File: config.mk
export PLATFORM = sky130hd
export DESIGN_NAME = sevseg_display_scheduler
export DESIGN_NICKNAME = d
export VERILOG_FILES = /design/src/rtl/sevseg_display_scheduler.sv
export SDC_FILE = /design/constraint.sdc
export NUM_CORES = 1
export LEC_CHECK = 0
export CAP_MARGIN = 40
export CORE_MARGIN = 3
export CORE_UTILIZATION = 41
export CTS_CLUSTER_DIAMETER = 100
export DETAILED_ROUTE_END_ITERATION = 8
export PLACE_DENSITY = 0.77
export REMOVE_ABC_BUFFERS = 1
export SLEW_MARGIN = 25
export SYNTH_ARGS = -nofsm -noshare
export SYNTH_HDL_FRONTEND = slang
export SYNTH_SLANG_ARGS = --single-unit
File: constraint.sdc
create_clock -name clk -period 2.5 [get_ports clk]
set_clock_uncertainty 0.2 [all_clocks]
set_input_delay 0.375 -clock clk [delete_from_list [all_inputs] [get_ports clk]]
set_output_delay 0.375 -clock clk [all_outputs]
set_load 0.02 [all_outputs]
File: src/rtl/sevseg_display_scheduler.sv
// Scans an 8-digit seven-segment display and time-shares it between two
// requesters, switching owner and displayed word only on frame boundaries.
module sevseg_display_scheduler #(
    parameter int TICKS_PER_DIGIT = 100000,
    parameter int MIN_HOLD_FRAMES = 4
) (
    input  logic        clk,
    input  logic        rst,
    input  logic        req_a,
    input  logic [31:0] data_a,
    input  logic        req_b,
    input  logic [31:0] data_b,
    output logic        grant_a,
    output logic        grant_b,
    output logic [31:0] data_out,
    output logic [2:0]  led_select,
    output logic        blank_out,
    output logic        frame_done
);

    localparam int CNT_W  = $clog2(TICKS_PER_DIGIT);
    localparam int HOLD_W = $clog2(MIN_HOLD_FRAMES + 1);

    localparam logic [CNT_W-1:0] TICK_LAST = CNT_W'(TICKS_PER_DIGIT - 1);
    localparam logic [HOLD_W:0]  HOLD_MIN  = (HOLD_W + 1)'(MIN_HOLD_FRAMES);

    localparam logic [1:0] S_IDLE  = 2'd0;
    localparam logic [1:0] S_OWN_A = 2'd1;
    localparam logic [1:0] S_OWN_B = 2'd2;

    localparam logic OWNER_A = 1'b0;
    localparam logic OWNER_B = 1'b1;

    logic [CNT_W-1:0]  tick_cnt;
    logic              tick;
    logic              fb;

    logic [1:0]        state, state_nxt;
    logic [HOLD_W-1:0] hold_cnt, hold_nxt;
    logic [HOLD_W:0]   frames;
    logic              last_owner, last_nxt;
    logic [31:0]       data_nxt;

    assign tick = (tick_cnt == TICK_LAST);
    assign fb   = tick && (led_select == 3'd7);

    // NOTE: sequential state uses non-blocking assignments so every flop
    // samples pre-edge values regardless of block ordering.
    always_ff @(posedge clk) begin
        if (rst) begin
            tick_cnt   <= '0;
            led_select <= 3'd0;
            frame_done <= 1'b0;
        end else begin
            frame_done <= fb;
            if (tick) begin
                tick_cnt   <= '0;
                led_select <= led_select + 3'd1;
            end else begin
                tick_cnt <= tick_cnt + CNT_W'(1);
            end
        end
    end

    // NOTE: every variable gets a default first so no path leaves one
    // unassigned, which would otherwise infer a latch.
    always_comb begin
        state_nxt = state;
        hold_nxt  = hold_cnt;
        last_nxt  = last_owner;
        frames    = {1'b0, hold_cnt} + (HOLD_W + 1)'(1);
        data_nxt  = 32'h0;

        case (state)
            S_IDLE: begin
                if (req_a && req_b)
                    state_nxt = (last_owner == OWNER_B) ? S_OWN_A : S_OWN_B;
                else if (req_a)
                    state_nxt = S_OWN_A;
                else if (req_b)
                    state_nxt = S_OWN_B;
            end
            S_OWN_A: begin
                if (!req_a)
                    state_nxt = req_b ? S_OWN_B : S_IDLE;
                else if (req_b && frames >= HOLD_MIN)
                    state_nxt = S_OWN_B;
                else
                    hold_nxt = (frames >= HOLD_MIN) ? HOLD_MIN[HOLD_W-1:0] : frames[HOLD_W-1:0];
            end
            S_OWN_B: begin
                if (!req_b)
                    state_nxt = req_a ? S_OWN_A : S_IDLE;
                else if (req_a && frames >= HOLD_MIN)
                    state_nxt = S_OWN_A;
                else
                    hold_nxt = (frames >= HOLD_MIN) ? HOLD_MIN[HOLD_W-1:0] : frames[HOLD_W-1:0];
            end
            default: state_nxt = S_IDLE;
        endcase

        // A fresh owner starts its minimum-hold window from zero.
        if (state_nxt == S_OWN_A && state != S_OWN_A) begin
            hold_nxt = '0;
            last_nxt = OWNER_A;
        end else if (state_nxt == S_OWN_B && state != S_OWN_B) begin
            hold_nxt = '0;
            last_nxt = OWNER_B;
        end

        if (state_nxt == S_OWN_A)
            data_nxt = data_a;
        else if (state_nxt == S_OWN_B)
            data_nxt = data_b;
    end

    always_ff @(posedge clk) begin
        if (rst) begin
            state      <= S_IDLE;
            hold_cnt   <= '0;
            last_owner <= OWNER_B;
            grant_a    <= 1'b0;
            grant_b    <= 1'b0;
            data_out   <= 32'h0;
            blank_out  <= 1'b1;
        end else if (fb) begin
            state      <= state_nxt;
            hold_cnt   <= hold_nxt;
            last_owner <= last_nxt;
            grant_a    <= (state_nxt == S_OWN_A);
            grant_b    <= (state_nxt == S_OWN_B);
            data_out   <= data_nxt;
            blank_out  <= (state_nxt == S_IDLE);
        end
    end

endmodule

# [Yosys cells after proc, flatten, opt, wreduce, memory -nomap -nowiden]
# Cells that the tools add are included.
[op_classes] n_reduce_logical=13 muxes=23 n_addsub=3 n_eq_ne=12 order_cmp=1
[op_table] cell="$mux 32" n=2
[op_table] cell="$mux 3" n=7
[op_table] cell="$mux 2" n=9
[op_table] cell="$add 17x1->17 const B" n=1
[op_table] cell="$eq 17x17->1 const B" n=1
[op_table] cell="$ne 4x4->1 const B" n=4
[op_table] cell="$logic_and 1x1->1" n=6
[op_table] cell="$pmux 2 s3" n=1
[op_table] cell="$pmux 3 s2" n=1
[op_table] cell="$reduce_and 6->1" n=1
[op_table] cell="$add 3x1->4 const B" n=1
[op_table] cell="$eq 2x1->1 const B" n=2
[op_table] cell="$eq 2x2->1 const B" n=2
[op_table] cell="$ge 4x3->1 const B" n=1
[op_table] cell="$logic_not 2->1" n=2
[op_table] cell="$reduce_bool 4->1" n=1
[op_table] cell="$add 3x1->3 const B" n=1
[op_table] cell="$eq 3x3->1 const B" n=1
[op_table] cell="$mux 1" n=3
[op_table] cell="$ne 2x1->1 const B" n=1
[op_table] cell="$ne 2x2->1 const B" n=1
[op_table] cell="$reduce_and 2->1" n=1
[op_table] cell="$reduce_bool 2->1" n=1
[op_table] cell="$reduce_or 2->1" n=1
[totals] out_inout_bits=39 inputBits=68 ff_bits=62

# [Logic depth before layout (Yosys ltp)]
# Gate-level depths: netlist of the first run.
[depth] word_depth=10 depth_mapped=9

# [Worst setup path before layout of the first run]
# No wires, ideal clock.
[synth_timing] kind="flip-flop to flip-flop" start="reg tick_cnt[0]" end="reg data_out[10]" setup_time_ns=0.058 period_less_slack_ns=2.655 path_slack_ns=-0.155 t_arrival_ns=2.398 stages_incl_launch_ff=10 n_path_buf=2 t_required_ns=2.242 cell_sequence="dfxtp_1 -> ha_1 -> and4_1 -> nand2_1 -> or4b_1 -> or3_1 -> buf_6 -> nor3b_4 -> buf_6 -> a211o_1"
[synth_via] elab_chain_len=2
[synth_lines] element="start: declaration" line_no="34" rtl="logic [CNT_W-1:0] tick_cnt;"
[synth_lines] element="start signal: assignment" line_no="60" rtl="tick_cnt <= tick_cnt + CNT_W'(1);"
[synth_lines] element="$eq 17x17->1" line_no="44" rtl="assign tick = (tick_cnt == TICK_LAST);"
[synth_lines] element="$logic_and 1x1->1" line_no="45" rtl="assign fb = tick && (led_select == 3'd7);"
[synth_lines] element="end signal: assignment" line_no="132" rtl="data_out <= data_nxt;"
[synth_lines] element="end: declaration" line_no="15" rtl="output logic [31:0] data_out,"
# No other way between the ends.
# A chain may end at the register's enable or synchronous reset.

# [Worst setup path after layout of the first run]
[layout_timing] start="reg tick_cnt[8]" end="reg data_out[14]"
# The elaborated chain is that of the path after synthesis.

==> impl_metrics.py, run 1 <==
metrics = {
    "worst_setup_path": {
        "crit_chain": "or4_4 -> nor2_2 -> or4b_4 -> or3_4 -> buf_4 -> nor3_1 -> a211o_1",
        "worstSetupEndpointType": "register",
        "cp.arrival_ps": 2820,
        "cp_slowest_cell": "or4_4",
        "critPathLaunchType": "register",
        "required_ps": 2590,
        "critPathMaxStageDelay_ps": 540,
        "path_max_fanout": 32,
        "reg2regPathDepth": 7,
        "path_class": "register to register",
        "cp_num_cells": 7,
        "critPathTopFamily": "simple AND/OR/NAND/NOR gates",
        "path_buf_inv": 1,
    },
    "yosys": {
        "synth_common_cells": "62 x dfxtp_1, 41 x inv_1, 34 x nor3_1, 33 x a211o_1, 32 x and3_1",
        "yosysWarnings": 0,
        "synthCells": 360,
        "synthesis.area_um2": 3070,
        "yosysTopAreaCell": "dfxtp_1",
        "ys.flop_type": "dfxtp_1",
        "yosysTopAreaCellShare_pct": 40.5,
        "synth-edff-count": 0,
        "ys_types": 43,
        "ys_seq_area_share_pct": 40.5,
        "avgSynthCellArea_um2": 8.52,
        "ys_ff_latch": 62,
        "post-synth-top-count-cell": "dfxtp_1",
        "netlist_top_cells_area": "dfxtp_1 40%, a211o_1 9.4%, and3_1 6.5%",
        "ys_async_sr_fraction_pct": 0,
    },
    "power": {
        "p_leak_uw": 0.00235,
        "ir_drop_mv": 0.291,
        "combinationalPowerShare_pct": 9.5,
        "switching_power_uw": 441,
        "p_seq_share_pct": 48.1,
        "power_per_cell_area_nw_per_um2": 423,
        "power_switching_share_pct": 21.4,
        "p_int_uw": 1620,
        "pwr-share-clk_pct": 42.3,
    },
    "hold_path": {
        "hold_class": "register to register",
        "holdPathStages": 2,
    },
    "clock_network": {
        "clock_latency_ps": 340,
        "htreeDepth": 3,
        "clkSinkCount": 62,
        "root_buffer": "clkbuf_8",
        "cts_buffers": 9,
        "cts_buffer_depth": 2,
        "cts_tree": "yes",
        "path_clk_slew_ps": 70,
    },
    "timing": {
        "setup_viol": 34,
        "hold_violations": 0,
        "post-route-period-util_pct": 109,
        "fmax_mhz": 367,
        "finalCriticalPeriod_ps": 2730,
        "tns_ps": -6260,
        "worst_pin_slew_ps": 509,
        "drv_slew": 0,
        "rsz0062_at_grt": "true",
        "setup_ws_ps": -228,
        "slew_headroom_pct": 65.8,
    },
    "placement": {
        "place_area_um2": 4450,
        "port-buffer-count": 106,
        "post-dp-hpwl_um": 6290,
        "gp_congestion": 0.906,
    },
    "grt": {
        "grt_pass1_wl_um": 15400,
        "antenna_found_initial": 0,
        "track_usage_pct": 22.4,
        "grt_max_degree": 43,
        "grt_pass1_vias": 3290,
        "grt_overflow": 0,
    },
    "floorplanning": {
        "pin_count": 107,
        "rows": 30,
        "core_um2": 7020,
        "start_util_pct": 43.7,
        "die_y_um": 92.5,
        "die_area_um2": 8560,
        "die_w_um": 92.5,
    },
    "routing": {
        "drt_iter0_markers": 150,
        "ant_nets": 0,
        "first_pass_iters": 4,
        "route.detailed.drc": 0,
        "via_per_inst": 5.30,
        "wl_per_cell_um": 16.1,
        "vias": 3167,
        "routed_wl_um": 9640,
    },
    "outcome": {
        "violations": "negative setup slack",
        "outcome": "finished with violations",
    },
    "final_layout": {
        "num_antenna_cells": 0,
        "fin_area_um2": 4880,
        "area_growth_pct": 59.0,
        "finalNetCount": 574,
        "nFillCells": 589,
        "drive_gt1_share_pct": 17.4,
    },
    "flow_run": {
        "cap_violations": 0,
    },
}
[metrics by stage]
step	power [uW]	setup slack (ps)	utilization [%]	instances	hold WS, ps
6_report	2060	-228	69.5	597	249
5_1_grt	2150	-268	69.5	597	287
4_1_cts	2080	-175	67.4	595	254
3_5_place_dp	1210	-344	63.4	577	245
3_3_place_gp	1200	-293	63.4	577	235
2_1_floorplan	1060	-839	-	338	218
[sequential cells by signal (all words and copies together), names as in the netlist]
signal	cells
state	2
blank_out	1
frame_done	1
tick_cnt	17
grant_a	1
data_out	32
last_owner	1
led_select	3
grant_b	1
hold_cnt	3
[cells by family after synthesis]
logic type	share of synthesized area, %
simple gates	25.9
compound gates	16.4
buf+inv	8.77
flops	40.5
xor+xnor	4.57
fa+ha+maj	3.26
mux	0.653
[cell type report]
class / instances / area [um2] / share of cell area (%)
clock buffer: 13 / 159 / 3.26
clock inverter: 1 / 30.0 / 0.616
inverter: 41 / 156 / 3.21
multi-input combinational: 235 / 1680 / 34.4
sequential: 62 / 1250 / 25.6
tap: 96 / 120 / 2.46
timing repair buffer: 149 / 1480 / 30.4
[worst reg2reg max path, delay by kind of cell (launching register included)]
| family | cells | cell delay (ps) |
|---|---|---|
| simple gates | 5 | 1770 |
| buf+inv | 1 | 250 |
| flops | 1 | 320 |
| compound gates | 1 | 150 |
[per-layer routing]
layer | vias up | GRT usage (%) | share of wire [%]
li1 | 1542 | - | -
met1 | 1510 | 26.0 | 40
met2 | 89 | 38.9 | 52
met3 | 26 | 4.14 | 4.3
met4 | 0 | 12.0 | 3.4
met5 | - | 0 | 0
[power by group through the flow]
stage	Sequential, uW	Clock (uW)	Combinational (uW)
floorplan	1020	0	45.1
global placement	1020	0	186
detailed placement	1020	0	189
CTS	994	892	192
global route	993	940	213
finish	993	873	197
[what timing repair did]
| action | CTS | global route |
|---|---|---|
| gates resized for setup | 10 | 28 |
| endpoints found under the hold margin | 0 | 0 |
| endpoints found under the setup margin | 37 | 39 |
| hold buffers | 0 | 0 |
| cloned | 1 | 2 |
| pin swaps | 3 | 22 |
| setup buffers | 3 | 0 |
[layout by cell type (no fill, tap or decap), types with 2 or more instances in the layout]
master,netlist,routed
nor3_1,34,34
a21oi_1,7,6
clkbuf_1,16,2
or2_2,3,3
buf_4,0,36
a211o_1,33,33
clkbuf_16,0,2
dfxtp_1,62,57
dfxtp_2,0,4
a211oi_2,0,4
xnor2_1,6,6
o211ai_1,3,3
nor2_2,0,2
nor2_1,30,28
inv_1,41,39
clkdlybuf4s50_1,0,105
mux2i_1,2,2
nor2b_1,2,2
o22ai_2,0,2
ha_2,0,2
buf_12,0,3
clkbuf_8,0,11
o21a_1,4,4
nand4_1,5,5
ha_1,8,5
nand3b_1,2,2
o21ai_0,3,2
nand2_1,12,12
and3_1,32,32
xor2_1,10,10
or3_1,3,2
nand3_1,10,10
[worst paths after layout]
path                from      endpoint  slack, ps
min              grant_b       grant_b        250
max          tick_cnt[8]  data_out[14]       -230
min reg2reg      grant_b       grant_b        250
max reg2reg  tick_cnt[8]  data_out[14]       -230
No activity file was read; power rests on OpenSTA's default activity.
==> run 2, diff against run 1 <==
- CELL_PAD_IN_SITES_DETAIL_PLACEMENT: unset -> 0
- CELL_PAD_IN_SITES_GLOBAL_PLACEMENT: unset -> 2
- CORE_UTILIZATION: 41 -> 23
- PLACE_DENSITY: 0.77 -> unset
- PLACE_DENSITY_LB_ADDON: unset -> 0.1
==> run 2 against run 1 <==
The flow still finishes with violations (negative setup slack). Cell count rose by 14%. Combinational power is essentially flat. Clock power rose by 24%. Setup slack improved by 45 ps. Hold slack better by 13 ps. Maximum frequency rose by 1.7%. Sequential cell count stayed put. Cell area is 3.1% higher. First-iteration DRC count decreased by 35%. Utilization is 30 points lower. Sequential share of layout area shrank 0.85 points. Critical path depth up 1. Largest cell class unchanged. Largest power group is now clock.
==> impl_metrics.py, run 2 (synthesized netlist as in run 1, its figures left out) <==
metrics = {
    "timing": {
        "tns_ps": -5600,
        "worst_pin_slew_ps": 510,
        "fmax_mhz": 373,
        "drv_slew": 0,
        "post-route-period-util_pct": 107,
        "slew_headroom_pct": 65.7,
        "finalCriticalPeriod_ps": 2680,
        "hold_violations": 0,
        "rsz0062_at_grt": "true",
        "setup_ws_ps": -183,
        "setup_viol": 34,
    },
    "power": {
        "pwr-share-clk_pct": 47.5,
        "switching_power_uw": 487,
        "power_per_cell_area_nw_per_um2": 451,
        "power_switching_share_pct": 21.5,
        "p_seq_share_pct": 43.9,
        "combinationalPowerShare_pct": 8.7,
        "p_int_uw": 1780,
        "p_leak_uw": 0.00237,
        "ir_drop_mv": 0.313,
    },
    "final_layout": {
        "num_antenna_cells": 0,
        "most-common-layout-cells": "105 x clkdlybuf4s50_1, 58 x dfxtp_1, 43 x buf_4",
        "nFillCells": 1318,
        "finalNetCount": 581,
        "multi_input_area_um2": 1650,
        "final_core_util_pct": 39.2,
        "area_growth_pct": 63.9,
        "drive_gt1_share_pct": 17.5,
        "largest-register": "data_out",
        "largest_reg_flops": 32,
        "seq_area_um2": 1250,
        "final_common_cell": "clkdlybuf4s50_1",
        "reg.largest.list": "data_out (32), tick_cnt (17)",
        "fin_area_um2": 5030,
    },
    "floorplanning": {
        "pin_count": 107,
        "start_util_pct": 23.9,
        "rows": 41,
        "die_area_um2": 14800,
        "core_um2": 12800,
        "die_w_um": 121,
        "die_y_um": 121,
    },
    "grt": {
        "grt_pass1_wl_um": 16100,
        "grt_overflow": 0,
        "antenna_found_initial": 0,
        "track_usage_pct": 14.0,
        "grt_max_degree": 43,
        "grt_pass1_vias": 3143,
    },
    "routing": {
        "via_per_inst": 4.48,
        "wl_per_cell_um": 15.1,
        "vias": 3051,
        "route.detailed.drc": 0,
        "drt_iter0_markers": 97,
        "routed_wl_um": 10300,
        "ant_nets": 0,
        "first_pass_iters": 4,
    },
    "worst_setup_path": {
        "worstReg2RegEnd": "data_out[27]",
        "critPathLaunchType": "register",
        "path_max_fanout": 16,
        "required_ps": 2570,
        "crit_end": "data_out[27]",
        "reg2reg_from": "tick_cnt[8]",
        "r2r_slack_ps": -180,
        "worstSetupEndpointType": "register",
        "reg2regPathDepth": 8,
        "path_class": "register to register",
        "cp.arrival_ps": 2750,
        "cp-startpoint": "tick_cnt[8]",
    },
    "hold_path": {
        "holdPathStages": 2,
        "hold_class": "register to register",
    },
    "clock_network": {
        "clkSinkCount": 62,
        "clock_latency_ps": 320,
        "cts_tree": "yes",
        "cts_buffers": 9,
        "path_clk_slew_ps": 50,
        "cts_buffer_depth": 2,
        "htreeDepth": 3,
        "root_buffer": "clkbuf_16",
    },
    "placement": {
        "place_area_um2": 4600,
        "port-buffer-count": 106,
        "post-dp-hpwl_um": 7030,
        "gp_congestion": 0.766,
    },
    "outcome": {
        "outcome": "finished with violations",
        "violations": "negative setup slack",
    },
    "flow_run": {
        "cap_violations": 0,
    },
}
-- run 2: changes by cell type in the layout (fill, tap and decap cells not counted), sizes merged --
cell / before / now
buf: 41 / 49
clkinv: 0 / 2
bufinv: 1 / 0
clkbuf: 15 / 14
dlygate4sd2: 0 / 1
dlymetal6s2s: 1 / 0
-- run 2: metrics by stage --
| stage | hold WS [ps] | cells | setup WS, ps | power (uW) |
|---|---|---|---|---|
| floorplan | 218 | 338 | -839 | 1060 |
| global placement | 251 | 661 | -374 | 1210 |
| detailed placement | 255 | 661 | -375 | 1210 |
| CTS | 263 | 679 | -195 | 2310 |
| global route | 271 | 681 | -262 | 2370 |
| finish | 262 | 681 | -183 | 2270 |
-- run 2: cell type report --
class                      count  share of cell area (%)
tap                          172                    4.28
inverter                      41                    3.06
clock buffer                  13                    4.78
multi-input combinational    235                    32.9
sequential                    62                    24.8
clock inverter                 2                   0.199
timing repair buffer         156                    30.0
-- run 2: power by group through the flow --
stage,Sequential [uW],Combinational (uW),Clock (uW)
2_1_floorplan,1020,45.1,0
3_3_place_gp,1020,197,0
3_5_place_dp,1020,196,0
4_1_cts,995,196,1120
5_1_grt,995,215,1160
6_report,996,196,1080
-- run 2: repair_timing --
action	in CTS	in global routing
hold buffers	0	0
pin swaps	3	11
gates cloned	1	1
resized for setup	5	28
endpoints found under the hold margin	0	0
setup buffers	2	2
setup endpoints to repair	37	38
-- run 2: worst max-delay path, stage by stage (launching register included) --
cell	delay (ps)
dfxtp_2	320
or4_4	530
nor2_1	90
or4b_4	470
or3_4	380
nor3b_4	220
buf_4	160
buf_12	140
a211o_1	130
-- run 2: how the worst min path moves through the flow --
stage,to,from
after floorplan,tick_cnt[0],tick_cnt[0]
after global placement,grant_b,grant_b
after detailed placement,grant_b,grant_b
after CTS,grant_b,grant_b
after global routing,grant_b,grant_b
final,grant_b,grant_b
-- run 2: metal layers --
metal	vias to the layer above	GRT usage (%)	wire (um)
li1	1555	-	-
met1	1424	16.8	4650
met2	62	24.1	5010
met3	10	3.87	483
met4	0	4.48	131
met5	-	0	0
==> run 3, diff against run 2 <==
- CELL_PAD_IN_SITES_DETAIL_PLACEMENT: 0 -> unset
- CELL_PAD_IN_SITES_GLOBAL_PLACEMENT: 2 -> unset
- CORE_MARGIN: 3 -> unset
- CORE_UTILIZATION: 23 -> 41
- CTS_CLUSTER_DIAMETER: 100 -> 50
- PLACE_DENSITY: unset -> 0.77
- PLACE_DENSITY_LB_ADDON: 0.1 -> unset
==> run 3 against run 2 <==
The run still ends with negative setup slack left. Cell count shrank 12%. Sequential cell count is the same. Die area shrank 47%. Global-route usage grew 9.2 points. Via count grew 0.82%. First-iteration DRC count grew 11%. Clock power shrank 9%. Maximum frequency shrank 0.81%. Utilization grew 27 points. Sequential power is essentially flat. Critical path depth is the same. Register-to-register slack lost 20 ps. Critical endpoint is now data_out[17]. Largest cell class unchanged.
==> impl_metrics.py, run 3 (synthesized netlist as in run 1, its figures left out) <==
metrics = {
    "outcome": {
        "outcome": "finished with violations",
        "violations": "negative setup slack",
    },
    "final_layout": {
        "drive_gt1_share_pct": 16.1,
        "final_common_cell": "clkdlybuf4s50_1",
        "fin_area_um2": 4820,
        "area_growth_pct": 57.1,
        "largest-register": "data_out",
        "largest_reg_flops": 32,
        "num_antenna_cells": 0,
        "most-common-layout-cells": "106 x clkdlybuf4s50_1, 59 x dfxtp_1, 41 x inv_1",
        "reg.largest.list": "data_out (32), tick_cnt (17)",
        "finalNetCount": 573,
    },
    "worst_setup_path": {
        "crit_chain": "or4_4 -> nor2_1 -> or4b_4 -> or3_4 -> nor3b_4 -> buf_6 -> buf_12 -> a211o_1",
        "r2r_slack_ps": -200,
        "cp_num_cells": 8,
        "critPathTopFamily": "simple AND/OR/NAND/NOR gates",
        "cp.arrival_ps": 2790,
        "required_ps": 2580,
        "path_max_fanout": 17,
        "critPathLaunchType": "register",
        "path_buf_inv": 2,
        "worstSetupEndpointType": "register",
        "worstReg2RegEnd": "data_out[17]",
        "reg2reg_from": "tick_cnt[8]",
        "path_class": "register to register",
        "critPathMaxStageDelay_ps": 530,
        "reg2regPathDepth": 8,
        "cp_slowest_cell": "or4_4",
    },
    "floorplanning": {
        "die_y_um": 88.5,
        "die_area_um2": 7830,
        "core_um2": 7250,
        "pin_count": 107,
        "rows": 31,
        "start_util_pct": 42.3,
        "die_w_um": 88.5,
    },
    "power": {
        "switching_power_uw": 485,
        "pwr-share-clk_pct": 45.2,
        "power_switching_share_pct": 22.4,
        "p_leak_uw": 0.00231,
        "p_seq_share_pct": 45.9,
        "finalPower_uw": 2170,
        "p_int_uw": 1680,
        "ir_drop_mv": 0.332,
        "power_per_cell_area_nw_per_um2": 449,
        "combinationalPowerShare_pct": 9.0,
    },
    "timing": {
        "drv_slew": 0,
        "post-route-period-util_pct": 108,
        "setup_ws_ps": -205,
        "setup_viol": 34,
        "hold_violations": 0,
        "worst_pin_slew_ps": 509,
        "slew_headroom_pct": 65.8,
        "rsz0062_at_grt": "true",
        "finalCriticalPeriod_ps": 2700,
        "fmax_mhz": 370,
    },
    "hold_path": {
        "hold_class": "register to register",
        "holdPathStages": 2,
        "hold_end": "grant_b",
        "hold_start": "grant_b",
    },
    "routing": {
        "routed_wl_um": 8790,
        "drt_iter0_markers": 108,
        "via_per_inst": 5.12,
        "route.detailed.drc": 0,
        "vias": 3076,
        "wl_per_cell_um": 14.6,
        "first_pass_iters": 4,
        "ant_nets": 0,
    },
    "clock_network": {
        "root_buffer": "clkbuf_8",
        "cts_buffer_depth": 2,
        "clkSinkCount": 62,
        "cts_buffers": 9,
        "path_clk_slew_ps": 70,
        "cts_tree": "yes",
        "htreeDepth": 3,
        "postCtsHoldBufs": 0,
        "clock_latency_ps": 340,
    },
    "placement": {
        "port-buffer-count": 106,
        "place_area_um2": 4470,
        "gp_congestion": 0.837,
        "post-dp-hpwl_um": 5950,
        "preCtsSetupSlack_ps": -334,
    },
    "grt": {
        "grt_max_degree": 43,
        "grt_pass1_vias": 3091,
        "grt_pass1_wl_um": 13900,
        "track_usage_pct": 23.1,
        "antenna_found_initial": 0,
        "grt_overflow": 0,
    },
    "flow_run": {
        "cap_violations": 0,
    },
}
==> run 3: changes by cell type in the layout (fill, tap and decap cells not counted), moves of 2 or more <==
cell        before  now
ha_4             2    0
inv_1           39   41
clkbuf_8         0    9
clkbuf_16       10    0
ha_2             1    3
buf_4           43   36
bufinv_16        0    2
inv_2            2    0
clkbuf_1         4    0
clkinvlp_4       0    2
==> run 3: worst max path at each step <==
stage                           start      endpoint  slack [ps]
after detailed placement        req_a   hold_cnt[0]        -330
after global placement          req_a   hold_cnt[2]        -290
final                     tick_cnt[8]  data_out[17]        -200
after CTS                 tick_cnt[8]  data_out[29]        -180
after floorplan           tick_cnt[0]   data_out[0]        -840
after global routing      tick_cnt[8]  data_out[22]        -240
==> run 3: final cells by class <==
| class | count | area, um2 |
|---|---|---|
| clock buffer | 9 | 124 |
| clock inverter | 7 | 97.6 |
| fill | 570 | 2430 |
| inverter | 41 | 154 |
| multi-input combinational | 235 | 1630 |
| sequential | 62 | 1240 |
| tap | 99 | 124 |
| timing repair buffer | 148 | 1440 |
==> run 3: power by group through the flow <==
| stage | combinational (uW) | clock (uW) | sequential (uW) |
|---|---|---|---|
| 5_1_grt | 211 | 1050 | 994 |
| 2_1_floorplan | 45.1 | 0 | 1020 |
| 3_5_place_dp | 188 | 0 | 1020 |
| 6_report | 194 | 978 | 994 |
| 3_3_place_gp | 186 | 0 | 1020 |
| 4_1_cts | 190 | 1000 | 993 |
==> run 3: worst register-to-register path, stage by stage, from the launching register on <==
cell and delay (ps):
dfxtp_2 330, or4_4 530, nor2_1 90, or4b_4 480, or3_4 380, nor3b_4 220, buf_6 150, buf_12 150
a211o_1 150
==> run 3: what timing repair did <==
action | in CTS | in global routing
setup endpoints to repair | 37 | 38
gates cloned | 1 | 0
resized for setup | 8 | 15
buffers inserted | 1 | 1
pin swaps | 1 | 3
==> run 3: through the flow <==
stage                     util (%)  hold slack, ps  TNS (ps)  std cells
after floorplan                  -             218    -30120        338
after detailed placement      61.6             267    -11820        582
final                         66.4             278     -6140        601
after CTS                     65.4             283     -5400        600
after global routing          66.4             310     -7590        601
after global placement        61.6             242    -10310        582
==> run 3: layer usage <==
layer	routed length [um]	GRT usage [%]	vias up
met5	0	0	-
met4	446	15.1	0
met3	359	5.22	39
met2	4250	39.7	86
met1	3730	25.8	1418
li1	-	-	1533
